**config.mk**
```make
export PLATFORM = sky130hd
export DESIGN_NAME = ctrl_pipe
export DESIGN_NICKNAME = d
export VERILOG_FILES = /design/src/rtl/ctrl_pipe.sv
export SDC_FILE = /design/constraint.sdc
export NUM_CORES = 1
export LEC_CHECK = 0
export CORE_ASPECT_RATIO = 2
export CORE_MARGIN = 2
export CORE_UTILIZATION = 50
export DETAILED_ROUTE_END_ITERATION = 16
export GPL_TIMING_DRIVEN = 0
export PLACE_DENSITY = 0.84
export SETUP_SLACK_MARGIN = 0.4
export SYNTH_ARGS = -nofsm -noshare
export SYNTH_HDL_FRONTEND = slang
export SYNTH_SLANG_ARGS = --single-unit
```
**constraint.sdc**
```tcl
create_clock -name clk_i -period 3.1 [get_ports clk_i]
set_input_delay 0.62 -clock clk_i [delete_from_list [all_inputs] [get_ports clk_i]]
set_output_delay 0.62 -clock clk_i [all_outputs]
set_load 0.03 [all_outputs]
```
**src/rtl/ctrl_pipe.sv**
```systemverilog
// ctrl_pipe: control unit for the pipelined RV32 core.
// Decodes the ID-stage opcode into a control bundle, carries it through the
// ID/EX, EX/MEM and MEM/WB stage registers, raises a load-use stall request,
// squashes the ID slot on hazard/flush/illegal opcode, honours a global freeze
// and counts stall cycles in a saturating counter.
module ctrl_pipe #(
  parameter int REG_AW  = 5,
  parameter bit EXT_OPS = 1'b1,
  parameter int CNT_W   = 16
) (
  input  logic              clk_i,
  input  logic              rst_i,
  input  logic              valid_i,
  input  logic [6:0]        Op_i,
  input  logic [REG_AW-1:0] rs1_i,
  input  logic [REG_AW-1:0] rs2_i,
  input  logic [REG_AW-1:0] rd_i,
  input  logic              stall_i,
  input  logic              flush_i,
  output logic              hazard_stall_o,
  output logic [1:0]        ALUOp_ex_o,
  output logic              ALUSrc_ex_o,
  output logic              Jump_ex_o,
  output logic              Lui_ex_o,
  output logic              illegal_ex_o,
  output logic [REG_AW-1:0] rd_ex_o,
  output logic              MemRead_mem_o,
  output logic              MemWrite_mem_o,
  output logic              RegWrite_mem_o,
  output logic [REG_AW-1:0] rd_mem_o,
  output logic              RegWrite_wb_o,
  output logic [1:0]        WbSel_wb_o,
  output logic [REG_AW-1:0] rd_wb_o,
  output logic [CNT_W-1:0]  stall_cnt_o
);

  localparam logic [6:0] OP_R   = 7'b0110011;
  localparam logic [6:0] OP_I   = 7'b0010011;
  localparam logic [6:0] OP_LW  = 7'b0000011;
  localparam logic [6:0] OP_SW  = 7'b0100011;
  localparam logic [6:0] OP_BEQ = 7'b1100011;
  localparam logic [6:0] OP_JAL = 7'b1101111;
  localparam logic [6:0] OP_LUI = 7'b0110111;
  localparam logic [6:0] OP_NOP = 7'b0000000;

  localparam logic [1:0] WB_ALU = 2'b00;
  localparam logic [1:0] WB_MEM = 2'b01;
  localparam logic [1:0] WB_PC4 = 2'b10;

  // Full bundle held in ID/EX; an all-zero value is a bubble.
  typedef struct packed {
    logic [1:0]        aluOp;
    logic              aluSrc;
    logic              regWrite;
    logic              memRead;
    logic              memWrite;
    logic [1:0]        wbSel;
    logic              jump;
    logic              lui;
    logic              illegal;
    logic [REG_AW-1:0] rd;
  } idex_t;

  typedef struct packed {
    logic              regWrite;
    logic              memRead;
    logic              memWrite;
    logic [1:0]        wbSel;
    logic [REG_AW-1:0] rd;
  } exmem_t;

  typedef struct packed {
    logic              regWrite;
    logic [1:0]        wbSel;
    logic [REG_AW-1:0] rd;
  } memwb_t;

  idex_t             dec;
  logic              useRs1;
  logic              useRs2;
  logic              regWriteRaw;
  logic              hazard;

  idex_t             idex_q,  idex_d;
  exmem_t            exmem_q, exmem_d;
  memwb_t            memwb_q, memwb_d;
  logic [CNT_W-1:0]  cnt_q,   cnt_d;

  // Decode the ID-stage opcode; rd is only kept by instructions that write a register.
  always_comb begin
    dec         = '0;
    useRs1      = 1'b0;
    useRs2      = 1'b0;
    regWriteRaw = 1'b0;
    if (valid_i) begin
      case (Op_i)
        OP_R: begin
          dec.aluOp   = 2'b10;
          regWriteRaw = 1'b1;
          dec.rd      = rd_i;
          useRs1      = 1'b1;
          useRs2      = 1'b1;
        end
        OP_I: begin
          dec.aluOp   = 2'b11;
          dec.aluSrc  = 1'b1;
          regWriteRaw = 1'b1;
          dec.rd      = rd_i;
          useRs1      = 1'b1;
        end
        OP_LW: begin
          dec.aluSrc  = 1'b1;
          regWriteRaw = 1'b1;
          dec.memRead = 1'b1;
          dec.wbSel   = WB_MEM;
          dec.rd      = rd_i;
          useRs1      = 1'b1;
        end
        OP_SW: begin
          dec.aluSrc   = 1'b1;
          dec.memWrite = 1'b1;
          useRs1       = 1'b1;
          useRs2       = 1'b1;
        end
        OP_BEQ: begin
          dec.aluOp = 2'b01;
          useRs1    = 1'b1;
          useRs2    = 1'b1;
        end
        OP_JAL: begin
          if (EXT_OPS) begin
            dec.aluSrc  = 1'b1;
            regWriteRaw = 1'b1;
            dec.wbSel   = WB_PC4;
            dec.jump    = 1'b1;
            dec.rd      = rd_i;
          end else begin
            dec.illegal = 1'b1;
          end
        end
        OP_LUI: begin
          if (EXT_OPS) begin
            dec.aluSrc  = 1'b1;
            regWriteRaw = 1'b1;
            dec.wbSel   = WB_ALU;
            dec.lui     = 1'b1;
            dec.rd      = rd_i;
          end else begin
            dec.illegal = 1'b1;
          end
        end
        OP_NOP: begin
          dec.illegal = 1'b0;
        end
        default: begin
          dec.illegal = 1'b1;
        end
      endcase
    end
    dec.regWrite = regWriteRaw & (|dec.rd);
  end

  // Load-use check: a load in EX whose destination feeds a source the ID instruction reads.
  always_comb begin
    hazard = valid_i & idex_q.memRead & (|idex_q.rd) &
             (((idex_q.rd == rs1_i) & useRs1) | ((idex_q.rd == rs2_i) & useRs2));
  end

  // Next-state for stage registers and the saturating stall counter; freeze wins over squash.
  always_comb begin
    idex_d  = idex_q;
    exmem_d = exmem_q;
    memwb_d = memwb_q;
    cnt_d   = cnt_q;
    if ((stall_i | hazard) && (cnt_q != {CNT_W{1'b1}})) begin
      cnt_d = cnt_q + {{(CNT_W-1){1'b0}}, 1'b1};
    end
    if (!stall_i) begin
      memwb_d.regWrite = exmem_q.regWrite;
      memwb_d.wbSel    = exmem_q.wbSel;
      memwb_d.rd       = exmem_q.rd;
      exmem_d.regWrite = idex_q.regWrite;
      exmem_d.memRead  = idex_q.memRead;
      exmem_d.memWrite = idex_q.memWrite;
      exmem_d.wbSel    = idex_q.wbSel;
      exmem_d.rd       = idex_q.rd;
      idex_d           = (flush_i | hazard) ? '0 : dec;
    end
  end

  // Stage registers and counter; reset discards everything in flight.
  always_ff @(posedge clk_i) begin
    if (rst_i) begin
      idex_q  <= '0;
      exmem_q <= '0;
      memwb_q <= '0;
      cnt_q   <= '0;
    end else begin
      idex_q  <= idex_d;
      exmem_q <= exmem_d;
      memwb_q <= memwb_d;
      cnt_q   <= cnt_d;
    end
  end

  // Drive the per-stage outputs straight from the stage registers.
  always_comb begin
    hazard_stall_o = hazard;
    ALUOp_ex_o     = idex_q.aluOp;
    ALUSrc_ex_o    = idex_q.aluSrc;
    Jump_ex_o      = idex_q.jump;
    Lui_ex_o       = idex_q.lui;
    illegal_ex_o   = idex_q.illegal;
    rd_ex_o        = idex_q.rd;
    MemRead_mem_o  = exmem_q.memRead;
    MemWrite_mem_o = exmem_q.memWrite;
    RegWrite_mem_o = exmem_q.regWrite;
    rd_mem_o       = exmem_q.rd;
    RegWrite_wb_o  = memwb_q.regWrite;
    WbSel_wb_o     = memwb_q.wbSel;
    rd_wb_o        = memwb_q.rd;
    stall_cnt_o    = cnt_q;
  end

endmodule

```
## Word level (Yosys, flattened, before mapping)

Cells that the tools add are included.

| storage, ports and cells | value |
|---|---|
| logic and storage cells | 66 |
| bits in latches | 0 |
| input port bits | 27 |
| register bits after elaboration | 50 |
| bits in writable memories | 0 |
| memories | 0 |
| bits in read-only memories | 0 |

| operators by class | value |
|---|---|
| $add $sub $neg | 1 |
| shifts and indexed selects | 0 |
| div/mod/pow operators | 0 |
| mux-type cells | 18 |
| eq/ne operators | 10 |
| order comparisons | 0 |
| multiply operators | 0 |
| bitwise gates (word level) | 9 |
| reductions and logical operators | 9 |

Operator list:

| operator | count |
|---|---|
| 5-bit OR reduction | 5 |
| 7-bit by 6-bit equality test with 1-bit output (second input constant) | 3 |
| 16-bit by 1-bit adder with 16-bit output (second input constant) | 1 |
| 16-bit 2-to-1 mux | 1 |
| 16-bit != test (second input constant) | 1 |
| 7-bit equality test (second input constant) | 2 |
| 1-bit 2-to-1 mux | 12 |
| 12-bit 2-to-1 mux | 1 |
| 5-bit equality test | 2 |
| 8-bit OR reduction | 1 |
| 7-bit by 2-bit equality test with 1-bit output (second input constant) | 1 |
| 7-bit by 5-bit equality test with 1-bit output (second input constant) | 1 |
| 7-bit logical NOT | 1 |
| 1-bit bitwise AND | 6 |
| 2-bit case mux with 3 select lines | 1 |
| 5-bit 2-to-1 mux | 1 |
| 2-bit case mux with 2 select lines | 1 |
| 3-bit 2-to-1 mux | 1 |
| 1-bit bitwise OR | 3 |
| 3-bit OR reduction | 1 |
| 1-bit logical AND | 1 |

## Depth between registers and ports, before layout

Gate-level depths: netlist of run 1.

| logic depth | value |
|---|---|
| depth after elaboration | 9 |
| gate-level depth with buffers | 9 |

## Worst setup path after synthesis of run 1

OpenSTA, ideal clock, no wires.

| path | value |
|---|---|
| path type | input-to-reg |
| start point | input port Op_i[2] |
| end point | register cnt_q[5], in the netlist stall_cnt_o[5] |
| path slack | 0.867 ns |
| arrival | 2.112 ns |
| library setup time | 0.121 ns |
| cell stages on the path | 7 |
| cells stage by stage | clkbuf_1 -> nor3_4 -> o2111ai_2 -> o21ba_1 -> buf_2 -> nor4_1 -> mux2_2 |

| on the way | value |
|---|---|
| cells in the longest elaborated chain, start to end | 9 |
| elaborated cells between the ends (all ways) | 17 |
| those cells by class | 5 x eq/ne; 4 x mux; 5 x bitwise; 3 x reduce/logical |

RTL lines:

| item | line | RTL |
|---|---|---|
| from (decl) | 14 | `input logic [6:0] Op_i,` |
| 7-bit by 2-bit equality test with 1-bit output (tied with other cells) | 96 | `case (Op_i)` |
| 5-bit OR reduction (no source line) or 3-bit OR reduction (tied branches) | -- |  |
| 1-bit 2-to-1 mux | 96 |  |
| 1-bit 2-to-1 mux | 95 | `if (valid_i) begin` |
| 1-bit bitwise AND | 166 | `(((idex_q.rd == rs1_i) & useRs1) \| ((idex_q.rd == rs2_i) & useRs2));` |
| 1-bit bitwise OR * | 166 |  |
| 1-bit bitwise AND * | 165 | `hazard = valid_i & idex_q.memRead & (\|idex_q.rd) &` |
| 1-bit bitwise OR * | 175 | `if ((stall_i \| hazard) && (cnt_q != {CNT_W{1'b1}})) begin` |
| 1-bit logical AND * | 175 |  |
| to (signal assigned) | 202 | `cnt_q <= cnt_d;` |
| to (decl) | 87 | `logic [CNT_W-1:0] cnt_q, cnt_d;` |

Mark *: on every way between the ends. The rest lies on a longest branch, timed or not.
A chain may end at the register's enable or synchronous reset.

## Worst setup path after layout of run 1

| path | value |
|---|---|
| start point | input port Op_i[6] |
| end point | output port hazard_stall_o |

| on the way | value |
|---|---|
| cells in the longest elaborated chain, start to end | 7 |
| elaborated cells between the ends (all ways) | 15 |
| those cells by class | 5 x eq/ne; 4 x mux; 4 x bitwise; 2 x reduce/logical |

RTL lines:

| item | line | RTL |
|---|---|---|
| 7-bit by 2-bit equality test with 1-bit output (tied with other cells) | 96 |  |
| 5-bit OR reduction (no source line) or 3-bit OR reduction (tied branches) | -- |  |
| 1-bit 2-to-1 mux | 96 |  |
| 1-bit 2-to-1 mux | 95 |  |
| 1-bit bitwise AND | 166 |  |
| 1-bit bitwise OR * | 166 |  |
| 1-bit bitwise AND * | 165 |  |
| to (decl) | 20 | `output logic hazard_stall_o,` |

Marked as above.

==> results.md, run 1 <==
Run status:
- The flow ran to the end, and the final reports show no timing, DRC or antenna violations.

Worst setup path:
- The startpoint identified for the worst register-to-register timing path is stall_cnt_o[2].
- The worst setup path is launched from a primary input.
- The worst setup path endpoint is hazard_stall_o.
- The capturing element type of the critical path is an output port.
- The worst register-to-register path ends at stall_cnt_o[13].
- The worst register-to-register path has a depth of 8.
- Data on the critical path arrives at its endpoint at between 1.5 and 2 ns.
- Along the worst path, the maximum fanout reaches 10.
- The critical path class is in2out.
- The beginning of the critical path is Op_i[6].
- Setup slack on the worst reg-to-reg path comes out at between 0.7 and 0.8 ns.
- The required time at the endpoint of the critical path is between 2 and 2.5 ns.

Die:
- From bottom edge to top edge, the die measures 101 um.
- The number of I/O pins is 71.
- The starting density of the core is 0.517.
- The die is between 50 and 60 um wide.
- After floorplanning, the core was divided into 35 placement rows.
- The floorplan step defined a die boundary enclosing about 0.0053 mm^2.
- The core region area is 0.00455 mm^2.

Timing:
- The maximum clock skew at final layout is about 0.0051 ns.
- The actual transition at the worst max-transition pin is between 0.7 and 0.8 ns.
- For this run, the top clock speed supported by timing is approximately 390 MHz.
- The count of pins over their slew limit came to 0.
- The part of the cycle the worst path needs is 0.833.
- The shortest period the worst path allows is about 2.6 ns.
- The setup violation total in the final timing report is 0.
- Setup repair after global routing left no endpoint under its margin.
- The number of failing hold endpoints at the final stage was 0.
- Measured against its own limit, the worst slew margin works out to 0.527.

Layout:
- The relative area change from synthesis to final layout is 34.6%.
- The utilization after layout is 0.696.
- The number of nets in the layout is between 300 and 400.
- The library cells used most frequently in the layout, excluding fill and tap cells, are sky130_fd_sc_hd__clkdlybuf4s50_1 (62), sky130_fd_sc_hd__dfxtp_1 (48), sky130_fd_sc_hd__nor2_1 (26).
- Registers take about 960 um^2.
- In the final layout, the share of cells above drive strength 1 is 0.116.
- Counting the fill cells in the layout gives between 300 and 400.
- Leaving out fill and tap cells, the most frequent cell in the layout is sky130_fd_sc_hd__clkdlybuf4s50_1.
- The number of antenna diodes in the final layout is 0.
- The area of the multi-input gates is ~0.0012 mm^2.

Global route:
- The first global-routing pass estimated around 10000 um of wire.
- The via count of the first global-routing pass is about 2,200.
- The busiest metal layer after global routing is met2.
- Across every metal layer, demand over resource in global routing totals 0.246.
- The routing usage on met1 is 0.232.
- The aggregate global routing overflow is 0.
- The largest net degree at the start of global routing is 14.
- In the global route stage, met2 resource usage came out at 0.456.
- The number of antenna violations at the first check in global routing is 0.
- For this run, global-route usage on met3 was measured as 0.0579.

Worst hold path:
- The path type of the worst min-delay path is reg2reg.

Synthesis:
- The Yosys step of the flow raised 0 warnings.
- The number of nets produced by synthesis is between 200 and 300.
- The mapped netlist covers about 0.0024 mm^2.
- The portion of synthesized cell area occupied by the leading cell type is 0.408.
- Counting flops and latches in the post-synthesis netlist gives 48.
- The dominant cell type by area after synthesis is sky130_fd_sc_hd__dfxtp_1.
- The post-synthesis sequential area ratio is 0.408.
- After synthesis, the share of flip-flops with an asynchronous set or reset is 0.
- The synthesized area divided by synthesized cell count is 8.92 um^2.
- In the post-synthesis netlist, the biggest area contributors are sky130_fd_sc_hd__dfxtp_1 (41%), sky130_fd_sc_hd__mux2i_1 (7.2%), sky130_fd_sc_hd__o31ai_1 (4.8%).
- The synthesized netlist contains 45 unique library cells.
- The number of flops mapped to enable cells by yosys is 0.
- In the synthesized netlist, the number of instances is between 200 and 300.
- The most used flip-flop cell after synthesis is sky130_fd_sc_hd__dfxtp_1.

Routing:
- Across all layers, the routed design uses roughly 2,200 vias.
- The number of design rule violations left after detail routing is 0.
- Once detail routing completed, the nets flagged for antenna violations numbered 0.
- The post-detailed-routing wire length is about 6100 um.
- Dividing the detail-routed via count by the number of cells gives between 5 and 6.
- The detailed-route wire length per cell is roughly 16 um.
- For this run, the detailed router's first-pass iteration total came to 4.
- The number of DRC violations after detailed-routing iteration 0 is just under 70.

Power:
- Across the VDD grid, the largest voltage drop is ~270 uV.
- The power per unit of standard cell area is ~350 mW/mm^2.
- The leakage power summed over all cells is 1.15 nW.
- The total power is 1.12 mW.

Clock network:
- Buffers inserted during clock tree synthesis total 5.
- The number of levels the H-tree was split into is 2.
- Once the clock tree was built, the setup fixing pass inserted 0 buffers.
- TritonCTS built the clock tree.
- The buffer depth of the longest clock path is 2.
- The cell sitting at the root of the clock tree is a sky130_fd_sc_hd__clkbuf_8.
- The CTS clock-pin slew for the worst setup and hold paths is approximately 0.08 ns.
- The clock latency at the later pin of the worst-skew pair is roughly 0.30 ns.
- The number of sinks on the clock net is 48.

Job:
- The number of max-cap violations is 0.

Place:
- The placer's final routability congestion estimate is 0.819.
- The port buffer count is 65.
- Summed over all nets, the half-perimeter wirelength after detailed placement is 4690 um.
[cell families (layout without fill, tap and decap cells)]
kind of cell             Yosys count  in the layout  share of synthesized area
AND/OR/NAND/NOR                  100            100                      0.232
AO/OA/AOI/OAI                     54             54                      0.159
XOR/XNOR                          10             10                     0.0372
flip-flops                        48             48                      0.408
buffers and inverters             32            105                     0.0770
multiplexers                      19             19                     0.0818
adder cells (fa/ha/maj)            1              1                    0.00531
[state kept, by name, indices dropped and copies added (netlist names)]
| register | count |
|---|---|
| illegal_ex_o | 1 |
| RegWrite_wb_o | 1 |
| stall_cnt_o | 16 |
| exmem_q | 1 |
| Jump_ex_o | 1 |
| WbSel_wb_o | 2 |
| idex_q | 4 |
| rd_wb_o | 5 |
| rd_mem_o | 5 |
| MemRead_mem_o | 1 |
| Lui_ex_o | 1 |
| RegWrite_mem_o | 1 |
| ALUSrc_ex_o | 1 |
| MemWrite_mem_o | 1 |
| ALUOp_ex_o | 2 |
| rd_ex_o | 5 |
[final cells by class]
type / instances / area share
multi-input combinational: 184 / 0.385
sequential: 48 / 0.303
timing repair buffer: 65 / 0.205
buffer: 29 / 0.0536
clock buffer: 8 / 0.0284
tap: 55 / 0.0217
inverter: 3 / 0.00355
[layer usage]
metal  wire length, um  part of all wire  up-vias
met5                 0                 0        -
met4               211             0.035        0
met3               327             0.054       18
met2              3460              0.57       76
met1              2070              0.34     1043
li1                  -                 -     1093
[Yosys cell counts (all sizes together), types with 8 or more instances]
library cell / number
dfxtp: 48
nor2: 26
buf: 22
nand2: 21
mux2i: 17
a21oi: 15
o31ai: 15
or4: 13
xnor2: 10
a22o: 8
nand3: 8
[worst min path at each step]
stage | startpoint | endpoint | slack [ns] | cells after the start
finish | Jump_ex_o | Jump_ex_o | 0.46 | 2
global route | ALUSrc_ex_o | ALUSrc_ex_o | 0.49 | 2
floorplan | idex_q[9] | idex_q[9] | 0.42 | 2
CTS | ALUSrc_ex_o | ALUSrc_ex_o | 0.46 | 2
detailed placement | Jump_ex_o | Jump_ex_o | 0.44 | 2
global placement | illegal_ex_o | illegal_ex_o | 0.43 | 2
[what timing repair did]
action | in CTS | in global routing
endpoints found under the setup margin | 1 | 3
hold buffers | 0 | 0
resized for setup | 5 | 3
[stage by stage]
stage          cell area (um^2)  setup WS (ns)  std cells  setup TNS (ns)  hold slack, ns
5_1_grt                    3170          0.441        392               0           0.490
6_report                   3170          0.517        392               0           0.458
3_3_place_gp               3080        0.00660        384               0           0.433
3_5_place_dp               3080        -0.0209        384         -0.0209           0.444
4_1_cts                    3160          0.433        392               0           0.463
2_1_floorplan              2360          0.867        264               0           0.424
[worst max-delay path, stage by stage]
cell and delay, ns:
sky130_fd_sc_hd__clkdlybuf4s50_1 0.41, sky130_fd_sc_hd__buf_2 0.18, sky130_fd_sc_hd__nand2_1 0.07, sky130_fd_sc_hd__nand3_1 0.07
sky130_fd_sc_hd__o22a_1 0.26, sky130_fd_sc_hd__nor2_1 0.14, sky130_fd_sc_hd__buf_2 0.21
[report_power, final]
part / internal (mW) / switching, mW
registers: 0.619 / 0.00429
clock network: 0.182 / 0.202
logic: 0.0551 / 0.0610
Power figures use the tool's default switching activity.
==> run 2, diff against run 1 <==
Settings changed: CORE_UTILIZATION 50 to 42, PLACE_DENSITY 0.84 to 0.76.
Clock period 3.1 ns to 2.1 ns, I/O delays scaled along.
==> results.md, run 2 (same netlist as run 1, synthesis figures left out) <==
Clock network:
- The number of clock buffers added by TritonCTS is 5.
- The number of sinks on the clock net is 48.
- The clock passes through at most 2 buffers.
- The cell sitting at the root of the clock tree is a sky130_fd_sc_hd__clkbuf_8.
- The clock latency at the later pin of the worst-skew pair is around 0.3 ns.
- The CTS clock-pin slew for the worst setup and hold paths is 0.08 ns.
- The count of hold buffers inserted by post-cts repair is 0.
- TritonCTS built the clock tree.
- The number of levels the H-tree was split into is 2.

Place:
- During placement, the flow inserted port buffers numbering 65.
- The cell area reported after detailed placement is approximately 0.0032 mm^2.
- Routability-driven placement finished with a final weighted congestion of 0.858.
- Summed over all nets, the half-perimeter wirelength after detailed placement is just under 5000 um.
- The number of placed instances, taps included is around 390.
- OpenSTA, run right after detailed placement, puts the worst setup slack at -0.681 ns.

Routing:
- The number of routed nets with antenna violations is 0.
- Dividing the detail-routed wire length by the instance count gives 17.1 um.
- After detailed routing, the number of vias per cell comes to about 5.7.
- The number of design rule violations left after detail routing is 0.
- The detailed router placed 2,347 vias in this run.
- The detailed router finished its first iteration with 94 violations.
- The number of detailed-route iterations in the first pass is 4.
- The post-detailed-routing wire length is between 7000 and 8000 um.

Layout:
- The library cell used most frequently in the layout, excluding fill and tap cells, is sky130_fd_sc_hd__dlygate4sd2_1.
- Of the cells placed in the final design, the portion with a size suffix greater than 1 is 0.329.
- Excluding fillers, the count of instances in the completed layout stands at ~410.
- In the final design database the tool counted 381 nets.
- The register with the most flip-flops in the layout has 16 of them.
- Summing all non-filler instances in the final layout gives an area of 0.00360 mm^2.
- The count of antenna diodes in the layout is 0.
- The area growth from synthesis to layout is 52.9%.
- The top cell types in the final layout, fill and taps aside, are sky130_fd_sc_hd__dlygate4sd2_1 (49), sky130_fd_sc_hd__dfxtp_1 (30), sky130_fd_sc_hd__nor2_1 (24).

Die:
- For this configuration, the core starts out at a cell density of 0.435.
- Measured along the y axis, the die boundary spans ~110 um.
- Row generation in the floorplan step produced 38 rows.
- During I/O placement, the number of pins put on the boundary was slightly above 70.
- In this run the standard cell core region covers roughly 0.0054 mm^2.
- The die is around 57 um wide.
- The die covers 0.00626 mm^2.

Timing:
- The number of failing hold endpoints at the final stage is 0.
- The maximum clock skew at final layout is roughly 0.0080 ns.
- The actual transition at the worst max-transition pin is 0.618 ns.
- Setup repair after global routing could not meet its margin everywhere.
- The count of pins over their slew limit was 0.
- Hold is met by ~0.42 ns.
- The setup violation total in the final timing report is 0.
- The relative slew slack is 0.588.
- The maximum achievable frequency is about 480 MHz.
- For the finished layout, the period the worst path requires is about 2.1 ns.
- The worst path setup slack after routing is 0.0223 ns.
- Dividing the final minimum period by the clock period gives 0.989.

Power:
- The largest vdd supply drop is between 300 and 400 uV.
- The power per unit of standard cell area is around 460 mW/mm^2.
- In this run the static leakage power is 1.56 nW.
- Power comes to 1.66 mW.

Worst setup path:
- The largest individual stage delay along the critical path comes from the cell sky130_fd_sc_hd__or4_4.
- Data on the critical path arrives at its endpoint at between 1.5 and 2 ns.
- The worst register-to-register path has a setup slack of about 0.030 ns.
- The largest single stage delay on the critical path is 0.54 ns.
- STA classifies the critical path startpoint as a flip-flop.
- Traced cell by cell, the critical path runs through or4_4 > o2111ai_4 > nor2_2 > buf_6.
- Of all nets on the critical path, the largest fanout is 3.
- The critical path in this run is classified as reg2out.
- The required time at the endpoint of the critical path is between 1.5 and 2 ns.
- For the worst flop-to-flop path, the logic depth is 7.
- The capturing element type of the critical path is an output port.

Global route:
- The number of antenna violations at the first check in global routing is 0.
- The largest net degree at the start of global routing is 15.
- The wire length of the first global-routing pass is ~11,000 um.
- The via count of the first global-routing pass is roughly 2,400.
- The total routing usage reported by global routing is 0.220.
- The aggregate global routing overflow is 0.

Worst hold path:
- The path type of the worst min-delay path is in2reg.
- Counting instances, the worst hold path has a depth of 2.

Job:
- The tool flagged a number of max-cap violations equal to 0.

Run status:
- The run finished with clean final reports.
## run 2: changes by cell type in the layout (fill, tap and decap cells not counted), sizes merged
cell,delta
clkbuf,+1
dlymetal6s2s,-1
clkdlybuf4s15,+2
clkinv,+1
inv,+1
dlygate4sd2,+49
buf,+17
clkdlybuf4s50,-54
## run 2: metrics by stage
stage / setup TNS, ns / util
after floorplan: 0 / -
after detailed placement: -18.32 / 0.587
after global placement: -17.55 / 0.587
final: 0 / 0.665
after CTS: 0 / 0.632
after global routing: -0.258 / 0.665
## run 2: what timing repair did
action / in CTS / in global routing
endpoints found under the setup margin: 85 / 36
endpoints found under the hold margin: 0 / 0
pin swaps: 21 / 14
buffers inserted: 12 / 3
gates resized for setup: 104 / 39
cloned: 1 / 1
## run 2: cell type report
type | instances | area, um^2
Multi-Input combinational cell | 184 | 1460
Clock inverter | 2 | 11.3
Fill cell | 444 | 1820
Inverter | 3 | 11.3
Buffer | 29 | 240
Sequential cell | 48 | 998
Clock buffer | 5 | 68.8
Timing Repair Buffer | 82 | 741
Tap cell | 60 | 75.1
## run 2: report_power, final
part / internal (mW) / switching [mW] / total (mW)
Sequential: 0.906 / 0.00801 / 0.914
Combinational: 0.104 / 0.112 / 0.216
Clock: 0.227 / 0.303 / 0.530
Total: 1.24 / 0.423 / 1.66
## run 2: worst max-delay path: cells and delay by family (launching register included)
family | cells | cell delay [ns]
DFF | 1 | 0.35
buffers and inverters | 1 | 0.14
AOI/OAI and AO/OA | 1 | 0.27
and+or+nand+nor | 2 | 0.61
## run 2: path summary, 6_finish.rpt
check / startpoint / end
max: rd_ex_o[2] / hazard_stall_o
min: Op_i[4] / ALUOp_ex_o[1]
max reg2reg: rd_ex_o[2] / stall_cnt_o[5]
min reg2reg: idex_q[9] / idex_q[9]
## run 2: layer usage
| layer | global-route usage | vias to the layer above | wire [um] | part of all wire |
|---|---|---|---|---|
| li1 | - | 1123 | - | - |
| met1 | 0.194 | 1116 | 2290 | 0.32 |
| met2 | 0.438 | 86 | 4230 | 0.60 |
| met3 | 0.0388 | 22 | 294 | 0.042 |
| met4 | 0.136 | 0 | 241 | 0.034 |
| met5 | 0 | - | 0 | 0 |
